`src/rtl/voice_allocator.sv`:
```
// Polyphonic voice allocator: maps note-on/note-off events onto a fixed pool of
// synth voices, keeping a per-voice age rank so the oldest voice can be stolen.
module voice_allocator #(
   parameter int NUM_VOICES     = 8,
   parameter int NOTE_WIDTH     = 7,
   parameter int VELOCITY_WIDTH = 7
) (
   input  logic                                 clock_50_000_000,
   input  logic                                 reset_l,
   input  logic                                 event_valid,
   output logic                                 event_ready,
   input  logic                                 event_is_on,
   input  logic [NOTE_WIDTH-1:0]                event_note,
   input  logic [VELOCITY_WIDTH-1:0]            event_velocity,
   input  logic                                 all_notes_off,
   output logic [NUM_VOICES-1:0]                voice_active,
   output logic [NUM_VOICES*NOTE_WIDTH-1:0]     voice_note,
   output logic [NUM_VOICES*VELOCITY_WIDTH-1:0] voice_velocity,
   output logic [NUM_VOICES-1:0]                voice_trigger,
   output logic                                 voice_stolen,
   output logic [$clog2(NUM_VOICES):0]          active_count
);

   localparam int AW = $clog2(NUM_VOICES);
   localparam int CW = AW + 1;

   typedef enum logic [1:0] { IDLE, LOOKUP, UPDATE } state_t;

   state_t                    state_q, state_d;
   logic                      ready_q, ready_d;
   logic                      ev_on_q, ev_on_d;
   logic [NOTE_WIDTH-1:0]     ev_note_q, ev_note_d;
   logic [VELOCITY_WIDTH-1:0] ev_vel_q, ev_vel_d;
   logic                      match_hit_q, match_hit_d;
   logic [AW-1:0]             match_idx_q, match_idx_d;
   logic                      free_hit_q, free_hit_d;
   logic [AW-1:0]             free_idx_q, free_idx_d;
   logic [AW-1:0]             oldest_idx_q, oldest_idx_d;
   logic [NUM_VOICES-1:0]     active_q, active_d;
   logic [NOTE_WIDTH-1:0]     note_q [NUM_VOICES];
   logic [NOTE_WIDTH-1:0]     note_d [NUM_VOICES];
   logic [VELOCITY_WIDTH-1:0] vel_q [NUM_VOICES];
   logic [VELOCITY_WIDTH-1:0] vel_d [NUM_VOICES];
   logic [AW-1:0]             age_q [NUM_VOICES];
   logic [AW-1:0]             age_d [NUM_VOICES];
   logic [NUM_VOICES-1:0]     trigger_q, trigger_d;
   logic                      stolen_q, stolen_d;
   logic [CW-1:0]             count_q, count_d;

   logic                      look_match;
   logic [AW-1:0]             look_match_idx;
   logic                      look_free;
   logic [AW-1:0]             look_free_idx;
   logic [AW-1:0]             look_oldest_idx;
   logic [AW-1:0]             oldest_age;
   logic [AW-1:0]             tgt;
   logic [AW-1:0]             tgt_age;
   logic                      tgt_was_free;

   // Descending scan so the lowest-index hit wins; the oldest voice holds rank count-1.
   always_comb begin
      oldest_age      = AW'(count_q - CW'(1));
      look_match      = 1'b0;
      look_match_idx  = '0;
      look_free       = 1'b0;
      look_free_idx   = '0;
      look_oldest_idx = '0;
      for (int v = NUM_VOICES - 1; v >= 0; v--) begin
         if (active_q[v] && (note_q[v] == ev_note_q)) begin
            look_match     = 1'b1;
            look_match_idx = AW'(v);
         end
         if (!active_q[v]) begin
            look_free     = 1'b1;
            look_free_idx = AW'(v);
         end
         if (active_q[v] && (age_q[v] == oldest_age)) begin
            look_oldest_idx = AW'(v);
         end
      end
   end

   always_comb begin
      state_d      = state_q;
      ev_on_d      = ev_on_q;
      ev_note_d    = ev_note_q;
      ev_vel_d     = ev_vel_q;
      match_hit_d  = match_hit_q;
      match_idx_d  = match_idx_q;
      free_hit_d   = free_hit_q;
      free_idx_d   = free_idx_q;
      oldest_idx_d = oldest_idx_q;
      active_d     = active_q;
      note_d       = note_q;
      vel_d        = vel_q;
      age_d        = age_q;
      count_d      = count_q;
      trigger_d    = '0;
      stolen_d     = 1'b0;
      tgt          = '0;
      tgt_age      = '0;
      tgt_was_free = 1'b0;

      case (state_q)
         IDLE: begin
            if (event_valid && event_ready) begin
               ev_on_d   = event_is_on && (event_velocity != '0);
               ev_note_d = event_note;
               ev_vel_d  = event_velocity;
               state_d   = LOOKUP;
            end
         end
         LOOKUP: begin
            match_hit_d  = look_match;
            match_idx_d  = look_match_idx;
            free_hit_d   = look_free;
            free_idx_d   = look_free_idx;
            oldest_idx_d = look_oldest_idx;
            state_d      = UPDATE;
         end
         UPDATE: begin
            state_d = IDLE;
            if (ev_on_q) begin
               if (match_hit_q) begin
                  tgt = match_idx_q;
               end else if (free_hit_q) begin
                  tgt          = free_idx_q;
                  tgt_was_free = 1'b1;
               end else begin
                  tgt      = oldest_idx_q;
                  stolen_d = 1'b1;
               end
               tgt_age = age_q[tgt];
               // A free target has no rank yet, so every active voice ages by one.
               for (int v = 0; v < NUM_VOICES; v++) begin
                  if (active_q[v] && (AW'(v) != tgt) && (tgt_was_free || (age_q[v] < tgt_age))) begin
                     age_d[v] = age_q[v] + AW'(1);
                  end
               end
               active_d[tgt]  = 1'b1;
               note_d[tgt]    = ev_note_q;
               vel_d[tgt]     = ev_vel_q;
               age_d[tgt]     = '0;
               trigger_d[tgt] = 1'b1;
               if (tgt_was_free) begin
                  count_d = count_q + CW'(1);
               end
            end else if (match_hit_q) begin
               tgt     = match_idx_q;
               tgt_age = age_q[tgt];
               for (int v = 0; v < NUM_VOICES; v++) begin
                  if (active_q[v] && (age_q[v] > tgt_age)) begin
                     age_d[v] = age_q[v] - AW'(1);
                  end
               end
               active_d[tgt] = 1'b0;
               age_d[tgt]    = '0;
               count_d       = count_q - CW'(1);
            end
         end
         default: state_d = IDLE;
      endcase

      // Panic clear beats any event that is in flight this cycle.
      if (all_notes_off) begin
         state_d   = IDLE;
         active_d  = '0;
         trigger_d = '0;
         stolen_d  = 1'b0;
         count_d   = '0;
         for (int v = 0; v < NUM_VOICES; v++) begin
            age_d[v] = '0;
         end
      end

      ready_d = (state_d == IDLE) && !all_notes_off;
   end

   always_ff @(posedge clock_50_000_000 or negedge reset_l) begin
      if (!reset_l) begin
         state_q      <= IDLE;
         ready_q      <= 1'b0;
         ev_on_q      <= 1'b0;
         ev_note_q    <= '0;
         ev_vel_q     <= '0;
         match_hit_q  <= 1'b0;
         match_idx_q  <= '0;
         free_hit_q   <= 1'b0;
         free_idx_q   <= '0;
         oldest_idx_q <= '0;
         active_q     <= '0;
         trigger_q    <= '0;
         stolen_q     <= 1'b0;
         count_q      <= '0;
         for (int v = 0; v < NUM_VOICES; v++) begin
            note_q[v] <= '0;
            vel_q[v]  <= '0;
            age_q[v]  <= '0;
         end
      end else begin
         state_q      <= state_d;
         ready_q      <= ready_d;
         ev_on_q      <= ev_on_d;
         ev_note_q    <= ev_note_d;
         ev_vel_q     <= ev_vel_d;
         match_hit_q  <= match_hit_d;
         match_idx_q  <= match_idx_d;
         free_hit_q   <= free_hit_d;
         free_idx_q   <= free_idx_d;
         oldest_idx_q <= oldest_idx_d;
         active_q     <= active_d;
         trigger_q    <= trigger_d;
         stolen_q     <= stolen_d;
         count_q      <= count_d;
         note_q       <= note_d;
         vel_q        <= vel_d;
         age_q        <= age_d;
      end
   end

   assign event_ready   = ready_q && !all_notes_off;
   assign voice_active  = active_q;
   assign voice_trigger = trigger_q;
   assign voice_stolen  = stolen_q;
   assign active_count  = count_q;

   always_comb begin
      voice_note     = '0;
      voice_velocity = '0;
      for (int v = 0; v < NUM_VOICES; v++) begin
         voice_note[v*NOTE_WIDTH +: NOTE_WIDTH]             = note_q[v];
         voice_velocity[v*VELOCITY_WIDTH +: VELOCITY_WIDTH] = vel_q[v];
      end
   end

endmodule

```
`config.mk`:
```
export PLATFORM = sky130hd
export DESIGN_NAME = voice_allocator
export DESIGN_NICKNAME = d
export VERILOG_FILES = /design/src/rtl/voice_allocator.sv
export SDC_FILE = /design/constraint.sdc
export NUM_CORES = 1
export LEC_CHECK = 0
export BUFFER_PORTS_ARGS = -buffer_cell sky130_fd_sc_hd__buf_2
export CAP_MARGIN = 15
export CORE_UTILIZATION = 60
export DETAILED_ROUTE_END_ITERATION = 16
export GPL_ROUTABILITY_DRIVEN = 0
export PLACE_DENSITY = 0.85
export SLEW_MARGIN = 20
export SYNTH_ARGS = -nofsm -noshare
export SYNTH_HDL_FRONTEND = slang
export SYNTH_SLANG_ARGS = --single-unit
```
`constraint.sdc`:
```
create_clock -name clock_50_000_000 -period 5.7 [get_ports clock_50_000_000]
set_clock_uncertainty 0.05 [all_clocks]
set_input_delay 0.285 -clock clock_50_000_000 [delete_from_list [all_inputs] [get_ports clock_50_000_000]]
set_output_delay 0.285 -clock clock_50_000_000 [all_outputs]
set_load 0.01 [all_outputs]
```
* Yosys cells after proc, flatten, opt, wreduce, memory -nomap -nowiden
Index checks and enable logic that the tools add are counted. W data, S select, Z words.
Cells by class: add/sub/neg operators 18, bitwise gates (word level) 9, order comparisons 24, reduce and logical (&&, ||, !) cells 67, mux-type cells 146, equality and inequality tests 26
Operators with widths (count):
- $mux W3 | 90
- $bwmux W56 | 2
- $mux W24 | 4
- $eq A7 B7 Y1 | 8
- $mux W8 | 7
- $and A24 B24 Y24 | 2
- $logic_and A1 B1 Y1 | 48
- $not A24 Y24 | 2
- $mux W1 | 27
- $add A3 B1 Y3 const B | 8
- $eq A3 B3 Y1 | 8
- $gt A3 B3 Y1 | 8
- $lt A3 B3 Y1 | 8
- $sub A3 B1 Y3 const B | 8
- $demux W7 S3 | 1
- $mux W4 | 5
- $bmux W3 S3 | 2
- $demux W3 S3 | 2
- $ne A3 B3 Y1 const A | 4
- $and A8 B8 Y8 | 1
- $ge A4 B4 Y1 const B | 2
- $logic_or A1 B1 Y1 | 8
- $lt A3 B4 Y1 const B | 2
- $lt A4 B1 Y1 const B | 2
- 22 further kinds | 31
Storage, ports and cells: output and inout bits 134, logic and storage cells 328, bits in registers 186

* Logic depth before layout (Yosys ltp)
word-level depth 18, depth in mapped cells 15, mapped depth without buffers 14

* Least setup slack after synthesis
OpenSTA, ideal clock, no wires.
path kind flip-flop to flip-flop, from register free_hit_q, to register age_q[1] (netlist bit), data arrival time 3.046 ns, period minus slack after synthesis 3.222 ns, slack 2.478 ns, data required time 5.524 ns, buffers on the path 1, stages on the path, launching flop included 11, cells stage by stage dfrtp_1 buf_6 mux2i_1 o21ai_2 mux4_2 mux2i_1 ha_1 o311ai_0 o211ai_1 a21o_1 a221o_1
Between the ends: word-level cells in the longest chain between the ends 18, elaborated cells on any way between the ends 30
RTL lines:
- start: declaration | line 36 | logic free_hit_q, free_hit_d;
- start signal: assignment | line 208 | free_hit_q <= free_hit_d;
- $mux W3 | line 126 | end else if (free_hit_q) begin
- $mux W3 | line 124 | if (match_hit_q) begin
- $mux W3 | line 123 | if (ev_on_q) begin
- $mux W3 | line 104 | case (state_q)
- $not A3 Y4 (implied by the code) | line 133, 143
- $bmux W3 S3 | line 133 | tgt_age = age_q[tgt];
- $mux W3 (implied by the code) (2 in a row) | line 133
- $lt A3 B3 Y1 | line 136 | if (active_q[v] && (AW'(v) != tgt) && (tgt_was_free || (age_q[v] < tgt_age))) begin
- $logic_or A1 B1 Y1 | line 136
- $logic_and A1 B1 Y1 | line 136
- $mux W3 | line 136
- $mux W3 | line 123
- $mux W3 | line 104
- $and A24 B24 Y24 (no source line) *
- $mux W24 * | line 123
- $mux W24 * | line 104
- $mux W24 * | line 165 | if (all_notes_off) begin
- end signal: assignment | line 217 | age_q <= age_d;
- end: declaration | line 44 | logic [AW-1:0] age_q [NUM_VOICES];
Mark *: on every way between the ends. The rest lies on a longest branch, timed or not. The select of a mux whose other input is x is not followed. A chain may end at the register's enable or synchronous reset.

* Final worst setup path
from register match_idx_q[2], to register age_q[8] (netlist bit)
Between the ends: word-level cells in the longest chain between the ends 17, elaborated cells on any way between the ends 43
RTL lines:
- start: declaration | line 35 | logic [AW-1:0] match_idx_q, match_idx_d;
- start signal: assignment | line 207 | match_idx_q <= match_idx_d;
- $mux W3 | line 124
- $mux W3 | line 123
- $mux W3 | line 104
- $not A3 Y4 (implied by the code) | line 133, 143
- $bmux W3 S3 | line 133
- $mux W3 (implied by the code) (2 in a row) | line 133
- $lt A3 B3 Y1 | line 136
- $logic_or A1 B1 Y1 | line 136
- $logic_and A1 B1 Y1 | line 136
- $mux W3 | line 136
- $mux W3 | line 123
- $mux W3 | line 104
- $and A24 B24 Y24 (no source line)
- $mux W24 * | line 123
- $mux W24 * | line 104
- $mux W24 * | line 165
Marked as above.

==> reports/results.txt <==
Register bit count reported by yosys -> 186
Hold path cells -> 2
Critical Path RT -> 5.96 ns
Dpl ws -> 1.88 ns
PortBufs -> 152
Root Buffer -> clkbuf_16
Setup TNS -> 0 ns
RSZ-0062 raised after global routing -> false
PD cells -> 327 nW/µm²
Proportion of layout cells with a drive suffix above 1 -> 0.284
H-tree levels -> 4
Crit end category -> flip-flop
Die H -> 136 µm
Yosys Warn Count -> 0
Max Root-Sink Buffers -> 2
Fill count -> 1,177
Multi-input gate area -> 5720 µm²
Tightest Hold Check Type -> input port to flip-flop
Asr flop ratio synth -> 1.00
Vias in the first global route -> 8,922
Area contributors post-synth -> dfrtp_1 (43%), mux2_2 (13%), ha_1 (5.8%)
Routed vias -> 9,221
DR iter-0 viols -> 1,136
Reg area -> 4650 µm²
DRT antenna net count -> 0
Peak VDD IR -> 0.242 mV
Nets -> 1,220
Maximum clock frequency -> 0.255 GHz
Fin crit share -> 0.687
Rel. slew slack -> 0.263
Syn nets -> 1,112
Tot GR Track Use -> 0.349
Dpl cells -> 1,356
CTS Buf Count -> 17
Crit Path Max Fanout -> 10
Sequential area share after synthesis -> 0.431
Top-level port count -> 153
First drt pass iteration count -> 6
CTS tree -> done
Outcome -> completed
Final Non-Filler Cells -> 1,390
First-pass GRT wire length -> 48,800 µm
Gr ovfl total -> 0
Final setup violation count -> 0
Routed wire length per instance -> 22.7 µm
Synthesized area per cell -> 10.3 µm²
DIE AREA -> 18,500 µm²
Hold Fails Final Rpt -> 0
Yosys top cell area share -> 0.431
Standard-cell rows -> 48
CTS sink count -> 186
Post-CTS sizing -> 0
Mapped Area -> 10,800 µm²
EDFF count, synth -> 0
Die width -> 136 µm
Post-layout min period -> 3.92 ns
Max Cap Violations -> 0
Area grow syn2layout -> 13.7%
Synth Flop Type -> dfrtp_1
Worst r2r path cells -> 12
Vias/cell -> 6.63
Leakage power -> 0.00585 µW
Drc violations -> 0
Final worst slack -> 1.78 ns
Netlist cell types -> 60
Initial antenna violation count -> 1
Crit Path Class -> flip-flop to flip-flop
Leading area contributor after synthesis -> dfrtp_1
Crit path arrival time -> 4.18 ns
Core area -> 17,400 µm²
Layout Utilization -> 0.704
Synth Instances -> 1,043
Startpoint Class -> flip-flop
Max-slew violation count -> 0
Largest net degree at the start of global routing -> 128
Routed wire length -> 31,500 µm
Initial core utilization -> 0.619
Dpl hpwl -> 20,900 µm
Clock Latency Late Sink -> 0.44 ns
Worst Max-Slew Pin Slew -> 1.10 ns
Clk slew on worst S/H paths -> 0.08 ns
## worst max-delay path, stage by stage (launching register included)
cell and delay [ns]:
dfrtp_1 0.51, inv_1 0.19, nor3_1 0.73, a22oi_1 0.19
and3_1 0.39, ha_1 0.39, nor2b_1 0.15, o21ai_0 0.08
a21oi_1 0.37, nand2_1 0.13, xnor2_1 0.14, a222oi_1 0.35
nand3_1 0.12
## state kept, by name (all words and copies together), names as in the netlist, 2 cells and up
register	count
state_q	2
match_idx_q	3
ev_note_q	7
ev_vel_q	7
age_q	24
voice_active	8
active_count	4
voice_velocity	56
free_idx_q	3
oldest_idx_q	3
voice_note	56
voice_trigger	8
## cell type report
class	count	share of cell area
Multi-Input combinational cell	748	0.466
Sequential cell	186	0.379
Timing Repair Buffer	162	0.0692
Clock buffer	17	0.0347
Tap cell	225	0.0229
Clock inverter	15	0.0161
Inverter	36	0.0110
Antenna cell	1	0.000204
## path summary, 6_finish.rpt
path	startpoint	to	slack (ns)
worst max-delay path	match_idx_q[2]	age_q[8]	1.78
worst max register to register	match_idx_q[2]	age_q[8]	1.78
min in group asynchronous	reset_l	age_q[15]	0.49
worst min-delay path	event_note[3]	ev_note_q[3]	0.02
max in group asynchronous	reset_l	ev_vel_q[1]	3.75
worst min register to register	voice_velocity[0]	voice_velocity[0]	0.45
## layer usage
| metal | global-route usage | part of all wire |
|---|---|---|
| met5 | 0 | 0 |
| met1 | 0.436 | 0.38 |
| met3 | 0.0988 | 0.10 |
| met2 | 0.554 | 0.48 |
| met4 | 0.178 | 0.039 |
## Yosys cell counts (23+ instances only)
| cell | n |
|---|---|
| xnor2_1 | 63 |
| nand2_1 | 79 |
| mux2_2 | 128 |
| a21oi_1 | 29 |
| clkbuf_1 | 60 |
| dfrtp_1 | 186 |
| nand3_1 | 32 |
| nand4_1 | 28 |
| ha_1 | 50 |
| inv_1 | 36 |
| nor2_1 | 59 |
| nor3_1 | 23 |
| xor2_1 | 27 |
| o21ai_0 | 35 |
## report_power, final
group          total [µW]  internal [µW]  switching [µW]
registers            1750           1450             299
clock network        1240            636             609
logic                1010            457             554
## what timing repair did
action                    4_1_cts  5_1_grt
setup buffers                   0        0
hold buffers                    0        1
hold endpoints to repair        0       22
## stage by stage
stage | hold WS, ns | cell area, µm² | power [µW]
4_1_cts | 0.00745 | 12300 | 3990
5_1_grt | 0.0184 | 12300 | 4180
2_1_floorplan | -0.0606 | 10800 | 2410
3_3_place_gp | 0.423 | 11600 | 2690
6_report | 0.0201 | 12300 | 4010
3_5_place_dp | 0.425 | 11600 | 2740
## cell usage in the layout (no fill, tap or decap), drive strengths merged, types with 5 or more instances in the layout
cell type and count:
a21o 9, ha 50, o211ai 16, nor4 9
nand4 28, nand2 79, nor3b 6, a311oi 10
clkinv 6, a211o 5, nor3 23, a221o 5
a22oi 7, nand3 32, nor2b 14, o31ai 7
a31oi 8, xnor2 63, clkbuf 17, nand3b 7
o41ai 7, o311ai 7, inv 42, mux2i 9
dfrtp 186, nand2b 8, a21oi 29, buf 161
xor2 27, mux2 130, o21ai 41, nor2 59
## cell families (layout without fill, tap and decap cells)
group           Yosys count  count (layout)  share of synthesized area
compound gates          187             187                      0.122
xor+xnor                 90              90                     0.0731
fa+ha+maj                50              50                     0.0580
buf+inv                 109             230                     0.0392
flops                   186             186                      0.431
mux                     142             142                      0.151
other cells               0               1                          0
simple gates            279             279                      0.126
Power figures use the tool's default switching activity.
